--- config.mk ---
export PLATFORM = sky130hd
export DESIGN_NAME = latch_bank_arbiter
export DESIGN_NICKNAME = d
export VERILOG_FILES = /design/src/rtl/latch_ctl_pkg.sv /design/src/rtl/latch_bank_arbiter_rr.sv /design/src/rtl/latch_bank_arbiter.sv
export SDC_FILE = /design/constraint.sdc
export NUM_CORES = 1
export LEC_CHECK = 0
export CAP_MARGIN = 15
export CORE_MARGIN = 5
export CORE_UTILIZATION = 45
export CTS_BUF_LIST = sky130_fd_sc_hd__clkbuf_8
export CTS_CLUSTER_SIZE = 30
export DETAILED_ROUTE_END_ITERATION = 6
export PLACE_DENSITY_LB_ADDON = 0.3
export RECOVER_POWER = 25
export SYNTH_ARGS = -nofsm -noshare
export SYNTH_HDL_FRONTEND = slang
export SYNTH_SLANG_ARGS = --single-unit
--- constraint.sdc ---
create_clock -name clk -period 9.1 [get_ports clk]
set_input_delay 1.82 -clock clk [delete_from_list [all_inputs] [get_ports clk]]
set_output_delay 1.82 -clock clk [all_outputs]
set_load 0.005 [all_outputs]
--- src/rtl/latch_ctl_pkg.sv ---
// Shared types and elaboration helpers for the latch bank arbiter.
package latch_ctl_pkg;

   typedef enum logic [1:0] {
      IDLE  = 2'd0,
      SETUP = 2'd1,
      OPEN  = 2'd2,
      HOLD  = 2'd3
   } latch_phase_t;

   typedef enum logic {
      XACT_WRITE = 1'b0,
      XACT_CLR   = 1'b1
   } latch_xact_t;

   // Every phase must last at least one cycle or lat_en/lat_rst could glitch.
   function automatic bit phase_len_ok(int setup_cyc, int open_cyc, int hold_cyc);
      return (setup_cyc >= 1) && (open_cyc >= 1) && (hold_cyc >= 1);
   endfunction

   function automatic int max3(int a, int b, int c);
      int m;
      m = a;
      if (b > m) m = b;
      if (c > m) m = c;
      return m;
   endfunction

endpackage

--- src/rtl/latch_bank_arbiter_rr.sv ---
// Combinational round-robin pick: first asserted request at or after ptr, wrapping.
module rr_arbiter #(
   parameter int NREQ = 4,
   parameter int PW   = $clog2(NREQ)
) (
   input  logic [NREQ-1:0] req,
   input  logic [PW-1:0]   ptr,
   output logic [NREQ-1:0] grant,
   output logic [PW-1:0]   idx,
   output logic            valid
);

   function automatic logic [PW-1:0] slot(logic [PW-1:0] base, int off);
      int s;
      s = int'(base) + off;
      if (s >= NREQ) s = s - NREQ;
      return PW'(s);
   endfunction

   always_comb begin
      grant = '0;
      idx   = '0;
      valid = 1'b0;
      for (int k = 0; k < NREQ; k++) begin
         if (!valid && req[slot(ptr, k)]) begin
            valid              = 1'b1;
            grant[slot(ptr, k)] = 1'b1;
            idx                = slot(ptr, k);
         end
      end
   end

endmodule

--- src/rtl/latch_bank_arbiter.sv ---
// Shares one latch bank between NREQ writers: round-robin pick, then a
// setup/open/hold enable sequence with an ack to the writer, or a bank clear.
//
//   state | meaning
//   IDLE  | nothing in flight, bank untouched
//   SETUP | lat_d (or clear) presented, enable still low
//   OPEN  | lat_en high for a write, lat_rst low for a clear
//   HOLD  | enable low, lat_d held; ack in the last cycle of a write
module latch_bank_arbiter
   import latch_ctl_pkg::*;
#(
   parameter int N         = 32,
   parameter int NREQ      = 4,
   parameter int SETUP_CYC = 1,
   parameter int OPEN_CYC  = 1,
   parameter int HOLD_CYC  = 1
) (
   input  logic              clk,
   input  logic              rst,
   input  logic [NREQ-1:0]   req,
   input  logic [NREQ*N-1:0] wdata,
   input  logic              clr,
   output logic [NREQ-1:0]   gnt,
   output logic [NREQ-1:0]   ack,
   output logic              lat_en,
   output logic [N-1:0]      lat_d,
   output logic              lat_rst,
   output logic              busy
);

   localparam int PW      = $clog2(NREQ);
   localparam int MAX_CYC = max3(SETUP_CYC, OPEN_CYC, HOLD_CYC);
   localparam int CW      = $clog2(MAX_CYC + 1);

   localparam logic [CW-1:0] SETUP_LD = CW'(SETUP_CYC - 1);
   localparam logic [CW-1:0] OPEN_LD  = CW'(OPEN_CYC - 1);
   localparam logic [CW-1:0] HOLD_LD  = CW'(HOLD_CYC - 1);
   localparam logic [PW-1:0] PTR_LAST = PW'(NREQ - 1);

   generate
      if (!phase_len_ok(SETUP_CYC, OPEN_CYC, HOLD_CYC)) begin : g_bad_phase_len
         $error("latch_bank_arbiter: SETUP_CYC, OPEN_CYC and HOLD_CYC must all be >= 1");
      end
   endgenerate

   latch_phase_t      state, state_nxt;
   latch_xact_t       xact, xact_nxt;
   logic [CW-1:0]     cnt, cnt_nxt;
   logic [PW-1:0]     ptr;
   logic              clr_pend;
   logic              clr_cand;
   logic              clr_retire;
   logic              phase_done;
   logic              arb_go;
   logic [NREQ-1:0]   gnt_q;
   logic [NREQ-1:0]   win_oh;
   logic [PW-1:0]     win_idx;
   logic              win_valid;
   logic [N-1:0]      win_data;

   rr_arbiter #(
      .NREQ (NREQ),
      .PW   (PW)
   ) u_rr (
      .req   (req),
      .ptr   (ptr),
      .grant (win_oh),
      .idx   (win_idx),
      .valid (win_valid)
   );

   always_comb begin
      win_data = '0;
      for (int i = 0; i < NREQ; i++) begin
         if (win_oh[i]) win_data = wdata[i*N +: N];
      end
   end

   assign phase_done = (cnt == '0);
   // A clear that is finishing its own HOLD must not win the arbitration it retires at.
   assign clr_cand   = clr_pend && !((state == HOLD) && (xact == XACT_CLR));
   assign clr_retire = (state == HOLD) && phase_done && (xact == XACT_CLR);

   always_comb begin
      state_nxt = state;
      cnt_nxt   = cnt;
      arb_go    = 1'b0;
      xact_nxt  = xact;
      unique case (state)
         IDLE: begin
            if (win_valid || clr_cand) begin
               state_nxt = SETUP;
               cnt_nxt   = SETUP_LD;
               arb_go    = 1'b1;
            end
         end
         SETUP: begin
            if (phase_done) begin
               state_nxt = OPEN;
               cnt_nxt   = OPEN_LD;
            end else begin
               cnt_nxt = cnt - CW'(1);
            end
         end
         OPEN: begin
            if (phase_done) begin
               state_nxt = HOLD;
               cnt_nxt   = HOLD_LD;
            end else begin
               cnt_nxt = cnt - CW'(1);
            end
         end
         HOLD: begin
            if (phase_done) begin
               if (win_valid || clr_cand) begin
                  state_nxt = SETUP;
                  cnt_nxt   = SETUP_LD;
                  arb_go    = 1'b1;
               end else begin
                  state_nxt = IDLE;
               end
            end else begin
               cnt_nxt = cnt - CW'(1);
            end
         end
         default: state_nxt = IDLE;
      endcase
      if (arb_go) xact_nxt = clr_cand ? XACT_CLR : XACT_WRITE;
   end

   always_ff @(posedge clk or negedge rst) begin
      if (!rst) begin
         state    <= IDLE;
         xact     <= XACT_WRITE;
         cnt      <= '0;
         ptr      <= '0;
         clr_pend <= 1'b0;
         gnt_q    <= '0;
         lat_d    <= '0;
         lat_en   <= 1'b0;
         lat_rst  <= 1'b1;
      end else begin
         state    <= state_nxt;
         xact     <= xact_nxt;
         cnt      <= cnt_nxt;
         clr_pend <= clr || (clr_pend && !clr_retire);
         // Enables are flops decoded from the next phase so they track OPEN exactly.
         lat_en   <= (state_nxt == OPEN) && (xact_nxt == XACT_WRITE);
         lat_rst  <= !((state_nxt == OPEN) && (xact_nxt == XACT_CLR));
         if (arb_go) begin
            if (clr_cand) begin
               gnt_q <= '0;
               lat_d <= '0;
            end else begin
               gnt_q <= win_oh;
               lat_d <= win_data;
               ptr   <= (win_idx == PTR_LAST) ? '0 : win_idx + PW'(1);
            end
         end else if (state_nxt == IDLE) begin
            gnt_q <= '0;
         end
      end
   end

   assign gnt  = gnt_q;
   assign ack  = ((state == HOLD) && phase_done && (xact == XACT_WRITE)) ? gnt_q : '0;
   assign busy = (state != IDLE);

endmodule

==> results.sh <==
export IMPL_final_core_utilization_pct=70.6
export IMPL_status="finished, violations left"
export IMPL_antenna_found_initial=0
export IMPL_dpl_cell_count=675
export IMPL_worstPathArrival_ns=4.72
export IMPL_initial_utilization_pct=46.1
export IMPL_path_clk_slew_ns=0.08
export IMPL_cts_root_buf="clkbuf_8"
export IMPL_wirelength_um=13200
export IMPL_maxUsedRoutingLayer="met4"
export IMPL_overflow=0
export IMPL_crit_path_max_fanout=22
export IMPL_rr_worst_depth=8
export IMPL_slew_violations=40
export IMPL_crit_start="req[3]"
export IMPL_die_y_um=98.7
export IMPL_synth_area_leaders="dfrtp_1 (30%), o21ai_1 (8.6%), a311oi_1 (8.4%), a22oi_1 (6.8%), o22ai_1 (6.0%)"
export IMPL_clkSinkCount=44
export IMPL_wl_per_cell_um=19.3
export IMPL_numPortBuffers=177
export IMPL_place_ws_ns=4.05
export IMPL_gp_congestion=0.932
export IMPL_h_tree_depth=2
export IMPL_rows=32
export IMPL_cp_end_kind="register"
export IMPL_leakagePower_nw=2.19
export IMPL_syn_avg_cell_area_sq_um=8.31
export IMPL_io_pins=178
export IMPL_via_per_inst=6.03
export IMPL_track_usage_pct=26.0
export IMPL_drc=0
export IMPL_rrSetupSlack_ns=5.09
export IMPL_syn2layout_area_growth_pct=53.3
export IMPL_wl_met1_um=5310
export IMPL_yosys_cell_types_count=51
export IMPL_grt_pass1_vias=4088
export IMPL_grt_max_degree=45
export IMPL_ys_ff_latch=44
export IMPL_timing_rr_end="lat_d[27]"
export IMPL_cts_resized=0
export IMPL_grt_pass1_wl_um=20800
export IMPL_synth_common_cells="o21ai_1 (61), dfrtp_1 (43), nand2_1 (42), inv_1 (40)"
export IMPL_period_needed_ns=4.55
export IMPL_violations="max-capacitance violations, max-slew violations"
export IMPL_ys_seq_area_share_pct=31.1
export IMPL_synth_edff_count=0
export IMPL_holdBufCountCts=0
export IMPL_synthCells=426
export IMPL_worst_pin_slew_ns=2.27
export IMPL_die_x_um=98.7
export IMPL_clk_path_buf_depth=2
export IMPL_drtIter0Drc=209
export IMPL_worstSkewPairLatency_ns=0.30
export IMPL_cts_made_buffers=5
export IMPL_worstHoldPathType="register to register"
export IMPL_syn_num_nets=572
export IMPL_final_antenna_net_count=0
export IMPL_crit_path_start_kind="input port"
export IMPL_setup_tns_ns=0
export IMPL_vdd_drop_max_uv=150
export IMPL_cts_tree="yes"
export IMPL_die_area_sq_um=9740
export IMPL_synth_ff_type="dfrtp_1"
export IMPL_hold_viol=0
export IMPL_synthArstFlopShare_pct=100
export IMPL_drive_above_1_share_pct=5.66
export IMPL_rsz0062_at_grt="no"
export IMPL_syn_area_sq_um=3540
export IMPL_cp_data_required_time_ns=9.28
export IMPL_yosysMostFrequentCell="o21ai_1"
export IMPL_diodes=0
export IMPL_crit_path_end="lat_d[12]"
export IMPL_finalSetupViolations=0
export IMPL_final_cells=685
export IMPL_worst_slack_ns=4.55
export IMPL_fmax_ghz=0.220
export IMPL_wl_met3_um=1160
export IMPL_first_pass_iters=5
export IMPL_skew_ns=0.00980
export IMPL_synth_top_cell_area_share_pct=30.4
export IMPL_nets=728
export IMPL_num_vias=4128
export IMPL_drv_cap=1
export IMPL_synth_largest_area_cell="dfrtp_1"
export IMPL_relSlewSlack_pct=-51.2
export IMPL_place_hpwl_um=9350
export IMPL_worstSetupPathType="input port to register"
export IMPL_core_area_sq_um=7690
export IMPL_yosysWarnings=0
export IMPL_fin_crit_sh_pct=50.0
export IMPL_postCtsSetupBuffers=0
export IMPL_p_per_area_nw_per_um2=304
export IMPL_met2WireLength_um=6220
state kept, by name, summed over array words and instances, names as in the netlist, named ones only:
| signal | flops |
|---|---|
| clr_pend | 1 |
| gnt | 4 |
| lat_d | 32 |
| lat_en | 1 |
| lat_rst | 1 |
| ptr | 1 |
| state | 2 |
| xact | 1 |
how the worst min path moves through the flow:
stage,startpoint,end,cells after the start
after CTS,lat_d[11],lat_d[11],2
after global routing,lat_d[13],lat_d[13],2
final,lat_d[11],lat_d[11],2
after floorplan,clr_pend,clr_pend,2
after detailed placement,lat_d[11],lat_d[11],2
after global placement,gnt[3],gnt[3],1
placed cells by master, fill, tap and decap left out, types with 2 or more instances in the layout:
cell / instances
nand2_1: 42
nor3b_1: 3
nor4_1: 2
nor2b_1: 2
inv_1: 42
nand3b_1: 3
a221oi_4: 2
clkbuf_1: 2
dfrtp_1: 43
xnor2_1: 2
nor2_1: 10
clkdlybuf4s50_1: 176
a221o_1: 3
mux2_2: 3
o21ai_0: 11
mux4_2: 3
o21ai_1: 60
o21bai_1: 2
ha_1: 11
a22oi_1: 32
nor3_1: 2
nand2b_1: 7
clkbuf_8: 6
o21a_1: 2
buf_4: 9
mux2i_1: 6
and2_1: 5
a21oi_1: 3
a311oi_1: 34
o22ai_1: 34
worst max-delay path, stage by stage:
cell             delay (ns)
clkdlybuf4s50_1        0.61
mux4_2                 0.71
a31o_2                 0.27
a221oi_1               0.29
o2bb2ai_2              0.26
buf_4                  0.29
a311oi_1               0.35
o21ai_1                0.11
metal layers:
metal | vias up | track usage [%]
li1 | 1920 | -
met1 | 1920 | 33.7
met2 | 246 | 42.8
met3 | 42 | 4.81
met4 | 0 | 10.7
met5 | - | 0
per-stage QoR:
| stage | hold slack [ns] | total power [mW] | instance area (sq um) |
|---|---|---|---|
| 2_1_floorplan | 0.477 | 1.11 | 3540 |
| 5_1_grt | 0.530 | 1.77 | 5430 |
| 4_1_cts | 0.521 | 1.61 | 5400 |
| 6_report | 0.515 | 1.65 | 5430 |
| 3_5_place_dp | 0.499 | 1.48 | 5310 |
| 3_3_place_gp | 0.489 | 1.44 | 5310 |
report_power, final:
group	switching, mW	internal (mW)
registers	0.0647	0.261
clock network	0.0694	0.0599
logic	0.678	0.518
final cells by class:
class                   count  area, sq um
clock buffers               6         82.6
clock inverters             2         7.51
fillers                   613         2260
inverters                  40          150
multi-input cells         303         2090
flip-flops and latches     44         1100
well taps                 102          128
repair buffers            188         1860
logic make-up after synthesis:
group	synth area share [%]
multiplexers	4.56
AO/OA/AOI/OAI	38.2
adder cells (fa/ha/maj)	3.89
XOR/XNOR	0.495
buffers and inverters	10.4
flip-flops	31.1
AND/OR/NAND/NOR	11.4
(Power assumes the default switching activity.)
